### config.mk
export PLATFORM = sky130hd
export DESIGN_NAME = alarm_ctrl
export DESIGN_NICKNAME = d
export VERILOG_FILES = /design/src/rtl/alarm_pkg.sv /design/src/rtl/mod_counter.sv /design/src/rtl/alarm_ctrl.sv
export SDC_FILE = /design/constraint.sdc
export NUM_CORES = 1
export LEC_CHECK = 0
export BUFFER_PORTS_ARGS = -buffer_cell sky130_fd_sc_hd__buf_2
export CAP_MARGIN = 20
export CORE_ASPECT_RATIO = 1.5
export CORE_UTILIZATION = 45
export DETAILED_ROUTE_END_ITERATION = 6
export PLACE_DENSITY_LB_ADDON = 0.12
export SYNTH_ARGS = -nofsm -noshare
export SYNTH_HDL_FRONTEND = slang
export SYNTH_SLANG_ARGS = --single-unit
### constraint.sdc
create_clock -name clk -period 3.6 [get_ports clk]
set_input_delay 0.54 -clock clk [delete_from_list [all_inputs] [get_ports clk]]
set_output_delay 0.54 -clock clk [all_outputs]
set_load 0.02 [all_outputs]
### src/rtl/alarm_pkg.sv
// ============================================================================
// Module  : alarm_pkg
// Brief   : Shared state encoding, field widths and constants for alarm_ctrl.
// Revision: 1.0
// ============================================================================
`default_nettype none

package alarm_pkg;

    localparam int HOUR_W  = 5;
    localparam int MIN_W   = 6;
    localparam int SEC_W   = 6;
    localparam int STATE_W = 3;

    localparam int HOUR_MOD = 24;
    localparam int MIN_MOD  = 60;

    localparam logic [HOUR_W-1:0] HOUR_MAX = 5'd23;
    localparam logic [MIN_W-1:0]  MIN_MAX  = 6'd59;

    localparam logic [HOUR_W-1:0] RST_AL_HOUR = 5'd6;
    localparam logic [MIN_W-1:0]  RST_AL_MIN  = 6'd0;

    typedef enum logic [STATE_W-1:0] {
        ST_RUN      = 3'd0,
        ST_SET_HR   = 3'd1,
        ST_SET_MIN  = 3'd2,
        ST_SET_AHR  = 3'd3,
        ST_SET_AMIN = 3'd4,
        ST_RING     = 3'd5,
        ST_SNOOZE   = 3'd6
    } state_t;

    function automatic logic [HOUR_W-1:0] hour_inc(input logic [HOUR_W-1:0] v);
        return (v == HOUR_MAX) ? '0 : v + 1'b1;
    endfunction

    function automatic logic [MIN_W-1:0] min_inc(input logic [MIN_W-1:0] v);
        return (v == MIN_MAX) ? '0 : v + 1'b1;
    endfunction

endpackage

`default_nettype wire

### src/rtl/mod_counter.sv
// ============================================================================
// Module  : mod_counter
// Brief   : Modulo-N counter with enable, synchronous clear and carry-out.
// Revision: 1.0
// ============================================================================
`default_nettype none

module mod_counter #(
    parameter int MOD = 60,
    parameter int W   = 6
) (
    input  logic         clk,
    input  logic         rst,
    input  logic         en,
    input  logic         clr,
    output logic [W-1:0] count,
    output logic         carry
);

    localparam logic [W-1:0] c_max = W'(MOD - 1);

    // Carry is only meaningful on the cycle the counter actually wraps.
    assign carry = en & ~clr & (count == c_max);

    always_ff @(posedge clk) begin
        if (!rst) begin
            count <= '0;
        end else if (clr) begin
            count <= '0;
        end else if (en) begin
            count <= carry ? '0 : count + 1'b1;
        end
    end

endmodule

`default_nettype wire

### src/rtl/alarm_ctrl.sv
// ============================================================================
// Module  : alarm_ctrl
// Brief   : Alarm clock controller: timekeeping, set modes, ring and snooze.
//           Optional snooze support is enabled by `define ALARM_CTRL_SNOOZE_EN.
// Revision: 1.0
// ============================================================================
`default_nettype none

module alarm_ctrl
    import alarm_pkg::*;
#(
    parameter int SNOOZE_MIN = 5,
    parameter int RING_SEC   = 60
) (
    input  logic              clk,
    input  logic              rst,
    input  logic              tick_in,
    input  logic              mode_btn,
    input  logic              inc_btn,
    input  logic              alarm_off,
    output logic              div_en,
    output logic [HOUR_W-1:0] hour,
    output logic [MIN_W-1:0]  min,
    output logic [SEC_W-1:0]  sec,
    output logic [HOUR_W-1:0] al_hour,
    output logic [MIN_W-1:0]  al_min,
    output logic [STATE_W-1:0] state,
    output logic              buzzer
);

    if (SNOOZE_MIN < 1 || SNOOZE_MIN > 59) begin : g_bad_snooze_min
        $error("SNOOZE_MIN out of range 1..59");
    end
    if (RING_SEC < 1 || RING_SEC > 255) begin : g_bad_ring_sec
        $error("RING_SEC out of range 1..255");
    end

    localparam logic [7:0] c_ring_load = 8'(RING_SEC);

    state_t      r_state;
    logic [7:0]  r_ring_cnt;

    logic w_inc;
    logic w_set_time;
    logic w_sec_en;
    logic w_min_en;
    logic w_hour_en;
    logic w_sec_co;
    logic w_min_co;
    logic w_hour_co;
    logic w_match;
    logic [MIN_W-1:0]  w_min_nxt;
    logic [HOUR_W-1:0] w_hour_nxt;

    // A simultaneous mode press swallows the increment.
    assign w_inc      = inc_btn & ~mode_btn;
    assign w_set_time = (r_state == ST_SET_HR) || (r_state == ST_SET_MIN);
    assign w_sec_en   = tick_in & ~w_set_time;
    assign w_min_en   = w_sec_co | ((r_state == ST_SET_MIN) & w_inc);
    assign w_hour_en  = (w_sec_co & w_min_co) | ((r_state == ST_SET_HR) & w_inc);

    mod_counter #(.MOD(MIN_MOD), .W(SEC_W)) u_sec (
        .clk   (clk),
        .rst   (rst),
        .en    (w_sec_en),
        .clr   (w_set_time),
        .count (sec),
        .carry (w_sec_co)
    );

    mod_counter #(.MOD(MIN_MOD), .W(MIN_W)) u_min (
        .clk   (clk),
        .rst   (rst),
        .en    (w_min_en),
        .clr   (1'b0),
        .count (min),
        .carry (w_min_co)
    );

    mod_counter #(.MOD(HOUR_MOD), .W(HOUR_W)) u_hour (
        .clk   (clk),
        .rst   (rst),
        .en    (w_hour_en),
        .clr   (1'b0),
        .count (hour),
        .carry (w_hour_co)
    );

    // Compare against the time being written this cycle so RING lands with the :00 update.
    assign w_min_nxt  = w_sec_co ? (w_min_co ? '0 : min + 1'b1) : min;
    assign w_hour_nxt = (w_sec_co & w_min_co) ? (w_hour_co ? '0 : hour + 1'b1) : hour;
    assign w_match    = (r_state == ST_RUN) & w_sec_co &
                        (w_hour_nxt == al_hour) & (w_min_nxt == al_min);

    assign state = r_state;

`ifdef ALARM_CTRL_SNOOZE_EN
    localparam logic [11:0] c_snz_load = 12'(SNOOZE_MIN * 60);
    logic [11:0] r_snz_cnt;
`endif

    always_ff @(posedge clk) begin
        if (!rst) begin
            r_state    <= ST_RUN;
            buzzer     <= 1'b0;
            div_en     <= 1'b0;
            al_hour    <= RST_AL_HOUR;
            al_min     <= RST_AL_MIN;
            r_ring_cnt <= '0;
`ifdef ALARM_CTRL_SNOOZE_EN
            r_snz_cnt  <= '0;
`endif
        end else begin
            case (r_state)
                ST_RUN: begin
                    if (mode_btn) begin
                        r_state <= ST_SET_HR;
                        div_en  <= 1'b0;
                    end else begin
                        div_en <= 1'b1;
                        if (w_match) begin
                            r_state    <= ST_RING;
                            buzzer     <= 1'b1;
                            r_ring_cnt <= c_ring_load;
                        end
                    end
                end
                ST_SET_HR: begin
                    if (mode_btn) begin
                        r_state <= ST_SET_MIN;
                    end
                end
                ST_SET_MIN: begin
                    if (mode_btn) begin
                        r_state <= ST_SET_AHR;
                        div_en  <= 1'b1;
                    end
                end
                ST_SET_AHR: begin
                    if (mode_btn) begin
                        r_state <= ST_SET_AMIN;
                    end else if (w_inc) begin
                        al_hour <= hour_inc(al_hour);
                    end
                end
                ST_SET_AMIN: begin
                    if (mode_btn) begin
                        r_state <= ST_RUN;
                    end else if (w_inc) begin
                        al_min <= min_inc(al_min);
                    end
                end
                ST_RING: begin
                    if (alarm_off || mode_btn) begin
                        r_state <= ST_RUN;
                        buzzer  <= 1'b0;
`ifdef ALARM_CTRL_SNOOZE_EN
                    end else if (inc_btn) begin
                        r_state   <= ST_SNOOZE;
                        buzzer    <= 1'b0;
                        r_snz_cnt <= c_snz_load;
`endif
                    end else if (tick_in) begin
                        if (r_ring_cnt <= 8'd1) begin
                            r_state <= ST_RUN;
                            buzzer  <= 1'b0;
                        end else begin
                            r_ring_cnt <= r_ring_cnt - 1'b1;
                        end
                    end
                end
`ifdef ALARM_CTRL_SNOOZE_EN
                ST_SNOOZE: begin
                    if (alarm_off || mode_btn) begin
                        r_state <= ST_RUN;
                    end else if (tick_in) begin
                        if (r_snz_cnt <= 12'd1) begin
                            r_state    <= ST_RING;
                            buzzer     <= 1'b1;
                            r_ring_cnt <= c_ring_load;
                        end else begin
                            r_snz_cnt <= r_snz_cnt - 1'b1;
                        end
                    end
                end
`endif
                default: begin
                    r_state <= ST_RUN;
                    buzzer  <= 1'b0;
                    div_en  <= 1'b1;
                end
            endcase
        end
    end

endmodule

`default_nettype wire

==> results of run 1 <==
==> kinds of logic after synthesis <==
kind of cell | count (synthesis)
and+or+nand+nor | 130
AOI/OAI and AO/OA | 67
DFF | 41
xor gates and xnor gates | 26
buffers and inverters | 18
muxes | 11
adders and majority gates | 7
==> final cells by class <==
class | count | share of cell area, %
Inverter | 4 | 0.5338
Tap cell | 68 | 3.025
Multi-Input combinational cell | 241 | 55.83
Timing Repair Buffer | 40 | 7.295
Clock buffer | 7 | 3.069
Sequential cell | 41 | 29.18
Clock inverter | 1 | 1.068
==> final timing paths <==
path / depth (start not counted) / slack, ns / start / to
hold reg to reg: 2 / 0.47 / r_ring_cnt[6]$_SDFFE_PN0P_ / r_ring_cnt[6]$_SDFFE_PN0P_
hold / removal: 2 / 0.47 / r_ring_cnt[6]$_SDFFE_PN0P_ / r_ring_cnt[6]$_SDFFE_PN0P_
setup reg to reg: 8 / 0.78 / state[0]$_SDFFE_PN0P_ / r_ring_cnt[5]$_SDFFE_PN0P_
setup / recovery: 8 / 0.78 / state[0]$_SDFFE_PN0P_ / r_ring_cnt[5]$_SDFFE_PN0P_
==> power groups by stage <==
stage,combinational (W),sequential (W),clock [W]
CTS,0.0000765,0.000473,0.000397
global placement,0.0000765,0.000484,0
detailed placement,0.0000760,0.000484,0
global route,0.0000850,0.000475,0.000420
finish,0.0000756,0.000474,0.000387
floorplan,0.0000536,0.000487,0
==> synthesized netlist by cell type (all sizes together), types with 2 or more instances <==
master and instances:
and3 2, inv 4, a21oi 13, nor2 26, clkbuf 10, o31ai 5
and3b 2, nor4 3, nand3 13, o21ai 19, nand3b 2, dfxtp 41
buf 4, o22ai 3, nand2 29, nor3 9, ha 7, nor3b 2
xnor2 11, nand2b 6, and2 4, o21a 4, nor2b 14, o31a 2
or3b 2, or3 5, xor2 14, a31oi 5, mux2i 10, nand4 7
a2bb2oi 2, a21boi 2
==> worst register-to-register path: stages, from the launching register on <==
cell       delay [ns]
dfxtp_1          0.61
xnor2_1          0.17
o21a_1           0.29
a21oi_1          0.74
a2bb2oi_1        0.20
o31a_1           0.17
nor2_1           0.07
a31o_4           0.28
o211a_1          0.20
==> state kept, by name, indices dropped and copies added, names as in the netlist <==
register,flops
al_hour,5
al_min,6
buzzer,1
div_en,1
r_ring_cnt,8
state,3
u_hour.count,5
u_min.count,6
u_sec.count,6
==> cell usage in the layout, fill, tap and decap left out, types with 2 or more instances in the layout <==
master     instances
nor3_1             9
buf_2             38
ha_1               7
nor2_1            26
xnor2_1           11
nand2b_1           6
o21a_1             4
nand3b_1           2
buf_4              2
a31oi_1            5
nor2b_1           14
o21ai_0           16
inv_1              4
or3_1              5
o22ai_1            3
nor3b_1            2
mux2i_1           10
a21oi_1           13
o31ai_1            5
and3b_1            2
nand4_1            7
a2bb2oi_1          2
nor4_1             3
and2_1             4
nand3_1           13
o21ai_1            3
a21boi_0           2
xor2_1            14
o31a_1             2
clkbuf_8           6
nand2_1           29
dfxtp_1           41
==> metrics by stage <==
| stage | cells | utilization, % |
|---|---|---|
| after floorplan | 300 | - |
| after global placement | 394 | 51.80 |
| after detailed placement | 394 | 51.80 |
| after CTS | 402 | 54.04 |
| after global routing | 402 | 54.04 |
| final | 402 | 54.04 |
==> per-layer routing <==
metal  vias to the layer above  track usage (%)  wire length [µm]
met3                         5            3.818               163
met2                        34            34.78              2578
met5                         -                0                 0
met4                         0            6.395                65
met1                       978            23.38              2524
li1                       1151                -                 -
==> out/metrics.cfg, run 1 <==
[outcome]
status = complete, no violations

[synth]
synthFlopType = dfxtp_1
syn-num-nets = 313
synth_largest_area_cell = dfxtp_1
synth_top_area_share_pct = 33.27
muxShareOfSynthArea_pct = 4.513
yosysUniqueCellTypes = 55
synth_area_leaders = dfxtp_1, xor2_1, nand2_1
synth_edf_count = 0
synth-xor-area-share_pct = 9.787
yosysWarnings = 0
async_flop_share_pct = 0
synth-simple-area-share_pct = 27.43
syn-mean-instance-area_um2 = 8.225
yosysSeqAreaShare_pct = 33.27
synth_top_family_by_area = simple AND/OR/NAND/NOR gates
ys_seq_elements = 41
mappedNetlistArea_um2 = 2467
synth_compound_area_share_pct = 18.36
syn-instance-count = 300
synth_fa_ha_area_share_pct = 3.550

[floorplanning]
die_w_um = 62.46
die-area_um2 = 5789
ios = 39
coreArea_um2 = 5205
die_y_um = 92.69
initial_utilization_pct = 47.40
rows = 32

[run]
max_cap_violations = 0

[power]
power.density_nw_per_um2 = 332.9
irDropWorstVdd_uv = 216.8
swShare_pct = 23.41
combinationalPowerShare_pct = 8.1
p_clk_share_pct = 41.3
leakagePower_nw = 1.120
seqPwrFrac_pct = 50.6
power.internal_w = 0.0007170
switchingPower_w = 0.0002192
total_power_w = 0.0009362

[timing]
setup_violations = 0
rsz0062_at_grt = no
finClkSkew_ns = 0.005348
layout_setup_ws_ns = 0.7784
worst_slew_pin_slew_ns = 0.9618
max_slew_margin_pct = 35.39
fin_crit_sh_pct = 78.38
finalSetupTns_ns = 0
hold_ws_ns = 0.4709
period_needed_ns = 2.822
fmax_ghz = 0.3544
hold_viol = 0
finalMaxSlewViolations = 0

[setup_path]
critPathMaxFanout = 15
startpoint_type = flop
cp_slowest_cell = a21oi_1
path_cells = xnor2_1 -> o21a_1 -> a21oi_1 -> a2bb2oi_1 -> o31a_1 -> nor2_1 -> a31o_4 -> o211a_1
end_kind = flop
cp.buffers_inverters = 0
critical_path_class = flop to flop
crit_arrival_ns = 3.02
slowest_delay_ns = 0.74
crit_required_ns = 3.80
critPathTopFamily = compound AO/OA/AOI/OAI gates

[detailed_routing]
drt_first_iter_violations = 93
drc = 0
wl_um = 5331
first_pass_iters = 4
wire_per_inst_um = 13.26
routed_via_density = 5.393
dr_total_vias = 2168
drtAntennaViolNets = 0

[global_routing]
grt_pass1_vias = 1959
antenna_found_initial = 0
grtUsageTotal_pct = 19.62
grt.overflow.total = 0
grt_max_degree = 36
grt_pass1_wl_um = 8983

[cts]
numCtsBuffers = 5
clock_latency_ns = 0.29
cts-hold-fix-buffers = 0
ctsLongestPathBuffers = 2
cts.htree.levels = 2
post_cts_buffers = 0
cts_resized = 0
clockRootBuffer = clkbuf_8
tritoncts = built
path_clk_slew_ns = 0.08
cts_num_sinks = 41

[placement]
io_buffers = 38
routabilityCongestion = 0.7688
pre_cts_slack_ns = 0.7417
place_area_um2 = 2696
dpl.hpwl_um = 3942

[cells_and_area]
multiInputGateArea_um2 = 1570
drive_gt1_share_pct = 16.17
fin_area_um2 = 2813
regArea_um2 = 820.8
area_growth_pct = 14.00
n_fill_cell = 554
num_antenna_cells = 0
nNetsFinal = 346

[min_path]
hold_path_class = flop to flop

Note: power is estimated with default switching activity, not from simulation.
==> inputs of run 2 (changes only) <==
Clock period 3.6 ns to 3 ns, I/O delays scaled along.
==> run 2 against run 1 <==
Effect of this change: global-route usage is 1.1 points higher; clock power fell by 6.7%; final cell count is 1.5% higher; cell area grew 0.80%; setup slack worse by 0.35 ns; combinational power increased by 40%; sequential share of layout area shrank 0.23 points; non-clock buffer count increased by 7; die area unchanged; fmax rose by 9.8%.
==> out/metrics.cfg, run 2 (synthesized netlist as in run 1, its figures left out) <==
[timing]
finalSetupTns_ns = 0
setup_violations = 0
finClkSkew_ns = 0.005285
max_slew_margin_pct = 36.04
rsz0062_at_grt = no
fin_crit_sh_pct = 85.64
period_needed_ns = 2.569
fmax_ghz = 0.3892
worst_slew_pin_slew_ns = 0.9520
hold_viol = 0
finalMaxSlewViolations = 0

[detailed_routing]
drc = 0
wire_per_inst_um = 13.74
routed_via_density = 5.534
drt_first_iter_violations = 102
dr_total_vias = 2258
drtAntennaViolNets = 0
wl_um = 5607
first_pass_iters = 4

[cells_and_area]
nNetsFinal = 353
drive_gt1_share_pct = 17.65
num_antenna_cells = 0
regArea_um2 = 820.8
area_growth_pct = 14.91
largest_reg_flops = 8
final_common_cell = dfxtp_1
instances_no_fill = 408
regMostFlops = r_ring_cnt
layout_common_cells = dfxtp_1, buf_2, nand2_1, nor2_1, o21ai_0
multiInputGateArea_um2 = 1570
n_fill_cell = 513

[floorplanning]
rows = 32
initial_utilization_pct = 47.40
die-area_um2 = 5789
ios = 39
die_y_um = 92.69
die_w_um = 62.46
coreArea_um2 = 5205

[power]
power.density_nw_per_um2 = 362.5
leakagePower_nw = 1.142
irDropWorstVdd_uv = 265.3
p_clk_share_pct = 35.2
seqPwrFrac_pct = 54.6
swShare_pct = 24.41
combinationalPowerShare_pct = 10.3
switchingPower_w = 0.0002509
power.internal_w = 0.0007769

[global_routing]
grt_max_degree = 36
grtUsageTotal_pct = 20.72
grt_pass1_wl_um = 9584
grt_pass1_vias = 2088
antenna_found_initial = 0
grt.overflow.total = 0

[cts]
cts_resized = 0
clockRootBuffer = clkbuf_8
ctsLongestPathBuffers = 2
cts-hold-fix-buffers = 0
cts.htree.levels = 2
cts_num_sinks = 41
path_clk_slew_ns = 0.07
tritoncts = built
post_cts_buffers = 0
numCtsBuffers = 5
clock_latency_ns = 0.29

[setup_path]
crit_required_ns = 3.19
critPathMaxFanout = 8
startpoint_type = flop
end_kind = flop
crit_arrival_ns = 2.76
critical_path_class = flop to flop

[placement]
io_buffers = 38
routabilityCongestion = 0.7587
dpl.hpwl_um = 4139
place_inst = 401

[min_path]
hold_path_class = flop to flop

[run]
max_cap_violations = 0

[outcome]
status = complete, no violations

==> run 2: cell types whose count changed in the layout (fill, tap and decap cells not counted) <==
cell       change
buf_4          +7
bufinv_16      -1
==> run 2: cell type report <==
cell class                 count  area share (%)
clock buffer                   7           3.045
inverter                       4          0.5296
multi-input combinational    241           55.38
sequential                    41           28.95
tap                           68           3.001
timing repair buffer          47           9.091
==> run 2: per-stage QoR <==
step	utilization, %	power, W	setup WS [ns]	hold slack, ns	instance area, µm²
after CTS	54.47	0.001039	0.4394	0.4739	2835
after detailed placement	52.81	0.0006794	0.4214	0.4635	2749
after global placement	52.81	0.0006790	0.4683	0.4500	2749
after global routing	54.47	0.001074	0.1997	0.5079	2835
final	54.47	0.001028	0.4307	0.4736	2835
after floorplan	-	0.0006490	0.3900	0.4326	2467
==> run 2: final timing paths <==
check                                            startpoint                          to  slack [ns]  depth (start not counted)
worst min register to register   r_ring_cnt[6]$_SDFFE_PN0P_  r_ring_cnt[6]$_SDFFE_PN0P_        0.47                          2
worst max register to register  u_min.count[1]$_SDFFE_PN0N_  r_ring_cnt[5]$_SDFFE_PN0P_        0.43                          8
worst min-delay path             r_ring_cnt[6]$_SDFFE_PN0P_  r_ring_cnt[6]$_SDFFE_PN0P_        0.47                          2
worst max-delay path            u_min.count[1]$_SDFFE_PN0N_  r_ring_cnt[5]$_SDFFE_PN0P_        0.43                          8
==> run 2: power by group through the flow <==
| stage | logic, W | registers, W | clock network, W |
|---|---|---|---|
| global placement | 0.000106 | 0.000573 | 0 |
| detailed placement | 0.000106 | 0.000574 | 0 |
| finish | 0.000106 | 0.000561 | 0.000361 |
| CTS | 0.000106 | 0.000561 | 0.000372 |
| global route | 0.000118 | 0.000562 | 0.000394 |
| floorplan | 0.0000643 | 0.000585 | 0 |
==> run 2: critical path, stage by stage, from the launching register on <==
cell and delay [ns]:
dfxtp_1 0.40, ha_1 0.35, nand3_1 0.21, nor3_1 0.49
mux2i_1 0.27, xnor2_1 0.18, nor3_1 0.09, a31o_4 0.26
o211a_1 0.20
==> run 2: layer usage <==
metal,wire [µm],up-vias,track usage [%]
li1,-,1164,-
met1,2517,1042,23.94
met2,2781,45,36.96
met3,216,7,4.064
met4,91,0,8.140
met5,0,-,0
==> inputs of run 3 (changes only) <==
Settings changed: ABC_AREA set to 1.
==> run 3 against run 2 <==
Effect of this change: final cell count grew 22%; register-to-register slack lost 0.06 ns; sequential power grew 32%; critical endpoint is now state[0]$_SDFFE_PN0P_; highest routed layer unchanged.
==> out/metrics.cfg, run 3 <==
[setup_path]
cp.buffers_inverters = 1
cp_num_cells = 16
rr_worst_depth = 16
crit_required_ns = 3.18
crit_arrival_ns = 2.81
timing.rr.start = u_sec.count[0]$_SDFFE_PP0P_
path_cells = ha_1 -> nand3_1 -> nor2_4 -> nand4_2 -> nand2_2 -> nand2_4 -> nand2_1 -> o21ai_0 -> inv_1 -> nand3_1 -> nor2_1 -> nand3_2 -> nand2_4 -> nand2_2 -> a21oi_1 -> nor2_1
slowest_delay_ns = 0.41
critPathTopFamily = simple AND/OR/NAND/NOR gates
r2r_setup_slack_ns = 0.37
critical_path_class = flop to flop
end_kind = flop
startpoint_type = flop
r2r-end = state[0]$_SDFFE_PN0P_
cp_slowest_cell = dfxtp_1
critPathMaxFanout = 13

[synth]
mappedNetlistArea_um2 = 2639
synthFlopType = dfxtp_1
syn-mean-instance-area_um2 = 6.801
synth_top_area_share_pct = 31.10
syn-num-nets = 401
ys_seq_elements = 41
syn-instance-count = 388
yosysUniqueCellTypes = 38
synth_largest_area_cell = dfxtp_1
synth_area_leaders = dfxtp_1, nand2_1, inv_1
async_flop_share_pct = 0
yosysWarnings = 0
synth_common_cells = nand2_1, inv_1, dfxtp_1
yosysSeqAreaShare_pct = 31.10
synth_edf_count = 0
yosysMostFrequentCell = nand2_1

[cells_and_area]
area_growth_pct = 12.85
fin_area_um2 = 2978
drive_gt1_share_pct = 17.10
final_common_cell = nand2_1
instances_no_fill = 497
num_antenna_cells = 0
largest_reg_flops = 8
layout_common_cells = nand2_1, inv_1, dfxtp_1, buf_2, nor2_1
regMostFlops = r_ring_cnt
nNetsFinal = 440

[timing]
finClkSkew_ns = 0.01150
finalSetupTns_ns = 0
layout_setup_ws_ns = 0.3701
rsz0062_at_grt = no
max_slew_margin_pct = 56.05
fmax_ghz = 0.3802
worst_slew_pin_slew_ns = 0.6542
period_needed_ns = 2.630
hold_ws_ns = 0.4652
setup_violations = 0
finalMaxSlewViolations = 0
hold_viol = 0
fin_crit_sh_pct = 87.66

[cts]
cts.htree.levels = 2
numCtsBuffers = 5
clockRootBuffer = clkbuf_8
post_cts_buffers = 0
clock_latency_ns = 0.29
path_clk_slew_ns = 0.09
tritoncts = built
cts_num_sinks = 41
ctsLongestPathBuffers = 2

[outcome]
status = complete, no violations

[power]
seqPwrFrac_pct = 34.9
power.internal_w = 0.001152
p_clk_share_pct = 17.6
power.density_nw_per_um2 = 710.9
irDropWorstVdd_uv = 438.8
switchingPower_w = 0.0009650
swShare_pct = 45.59
leakagePower_nw = 1.372
combinationalPowerShare_pct = 47.5

[detailed_routing]
wire_per_inst_um = 12.87
wl_um = 6394
first_pass_iters = 5
drc = 0
drt_first_iter_violations = 121
routed_via_density = 5.199
dr_total_vias = 2584
drtAntennaViolNets = 0

[global_routing]
antenna_found_initial = 0
grtUsageTotal_pct = 21.97
grt_pass1_vias = 2346
grt_max_degree = 23
grt.overflow.total = 0
grt_pass1_wl_um = 10560

[min_path]
hold_path_class = flop to flop
hold_end = buzzer$_SDFFE_PN0P_
hold_start = buzzer$_SDFFE_PN0P_
worstHoldPathCells = 2

[floorplanning]
die_y_um = 95.79
initial_utilization_pct = 47.34
die_w_um = 64.53
ios = 39
rows = 33
coreArea_um2 = 5574
die-area_um2 = 6181

[placement]
dpl.hpwl_um = 5009
place_area_um2 = 2887
io_buffers = 38
pre_cts_slack_ns = 0.2737
routabilityCongestion = 0.8955
place_inst = 490

[run]
max_cap_violations = 0

==> run 3: what timing repair did <==
item,CTS,global route
endpoints found under the setup margin,0,7
gates resized for setup,0,1
hold buffers,0,0
hold endpoints to repair,0,0
==> run 3: final cells by class <==
class                      instances  area, µm²
tap                               70      87.58
sequential                        41      820.8
multi-input combinational        285       1579
timing repair buffer              39      197.7
fill                             600       2596
clock buffer                       7      86.33
inverter                          55      206.4
==> run 3: metal layers <==
| metal | track usage, % | vias up | wire length [µm] |
|---|---|---|---|
| li1 | - | 1364 | - |
| met1 | 24.22 | 1168 | 2775 |
| met2 | 42.19 | 44 | 3368 |
| met3 | 3.199 | 8 | 152 |
| met4 | 7.407 | 0 | 98 |
| met5 | 0 | - | 0 |
==> run 3: worst max path at each step <==
| stage | to | slack, ns | startpoint |
|---|---|---|---|
| 2_1_floorplan | r_ring_cnt[1]$_SDFFE_PN0P_ | 0.61 | u_sec.count[0]$_SDFFE_PP0P_ |
| 3_3_place_gp | state[1]$_SDFFE_PN0P_ | 0.26 | mode_btn |
| 3_5_place_dp | state[0]$_SDFFE_PN0P_ | 0.27 | mode_btn |
| 4_1_cts | state[0]$_SDFFE_PN0P_ | 0.26 | u_sec.count[0]$_SDFFE_PP0P_ |
| 5_1_grt | state[0]$_SDFFE_PN0P_ | 0.05 | u_sec.count[0]$_SDFFE_PP0P_ |
| 6_report | state[0]$_SDFFE_PN0P_ | 0.37 | u_sec.count[0]$_SDFFE_PP0P_ |
==> run 3: tightest hold or removal path, stage by stage (launching register included) <==
cell and delay [ns]:
dfxtp_1 0.31, nand2_1 0.06, a21oi_1 0.05
==> run 3: cell families after synthesis <==
group,count (synthesis),share of synthesized area [%]
compound gates,62,12.90
xor+xnor,12,3.983
fa+ha+maj,7,3.319
buf+inv,62,9.246
flops,41,31.10
simple gates,204,39.45
==> run 3: metrics by stage <==
step                      util, %  power (W)
final                       53.42   0.002117
after global routing        53.42   0.002305
after CTS                   53.33   0.002129
after detailed placement    51.78   0.001751
after global placement      51.78   0.001748
after floorplan                 -   0.001552
==> run 3: power groups by stage <==
stage                     registers, W  logic, W  clock network, W
after CTS                     0.000738   0.00100          0.000386
after detailed placement      0.000750   0.00100                 0
after global placement        0.000750  0.000998                 0
after global routing          0.000750   0.00115          0.000404
after floorplan               0.000805  0.000747                 0
final                         0.000739   0.00100          0.000373
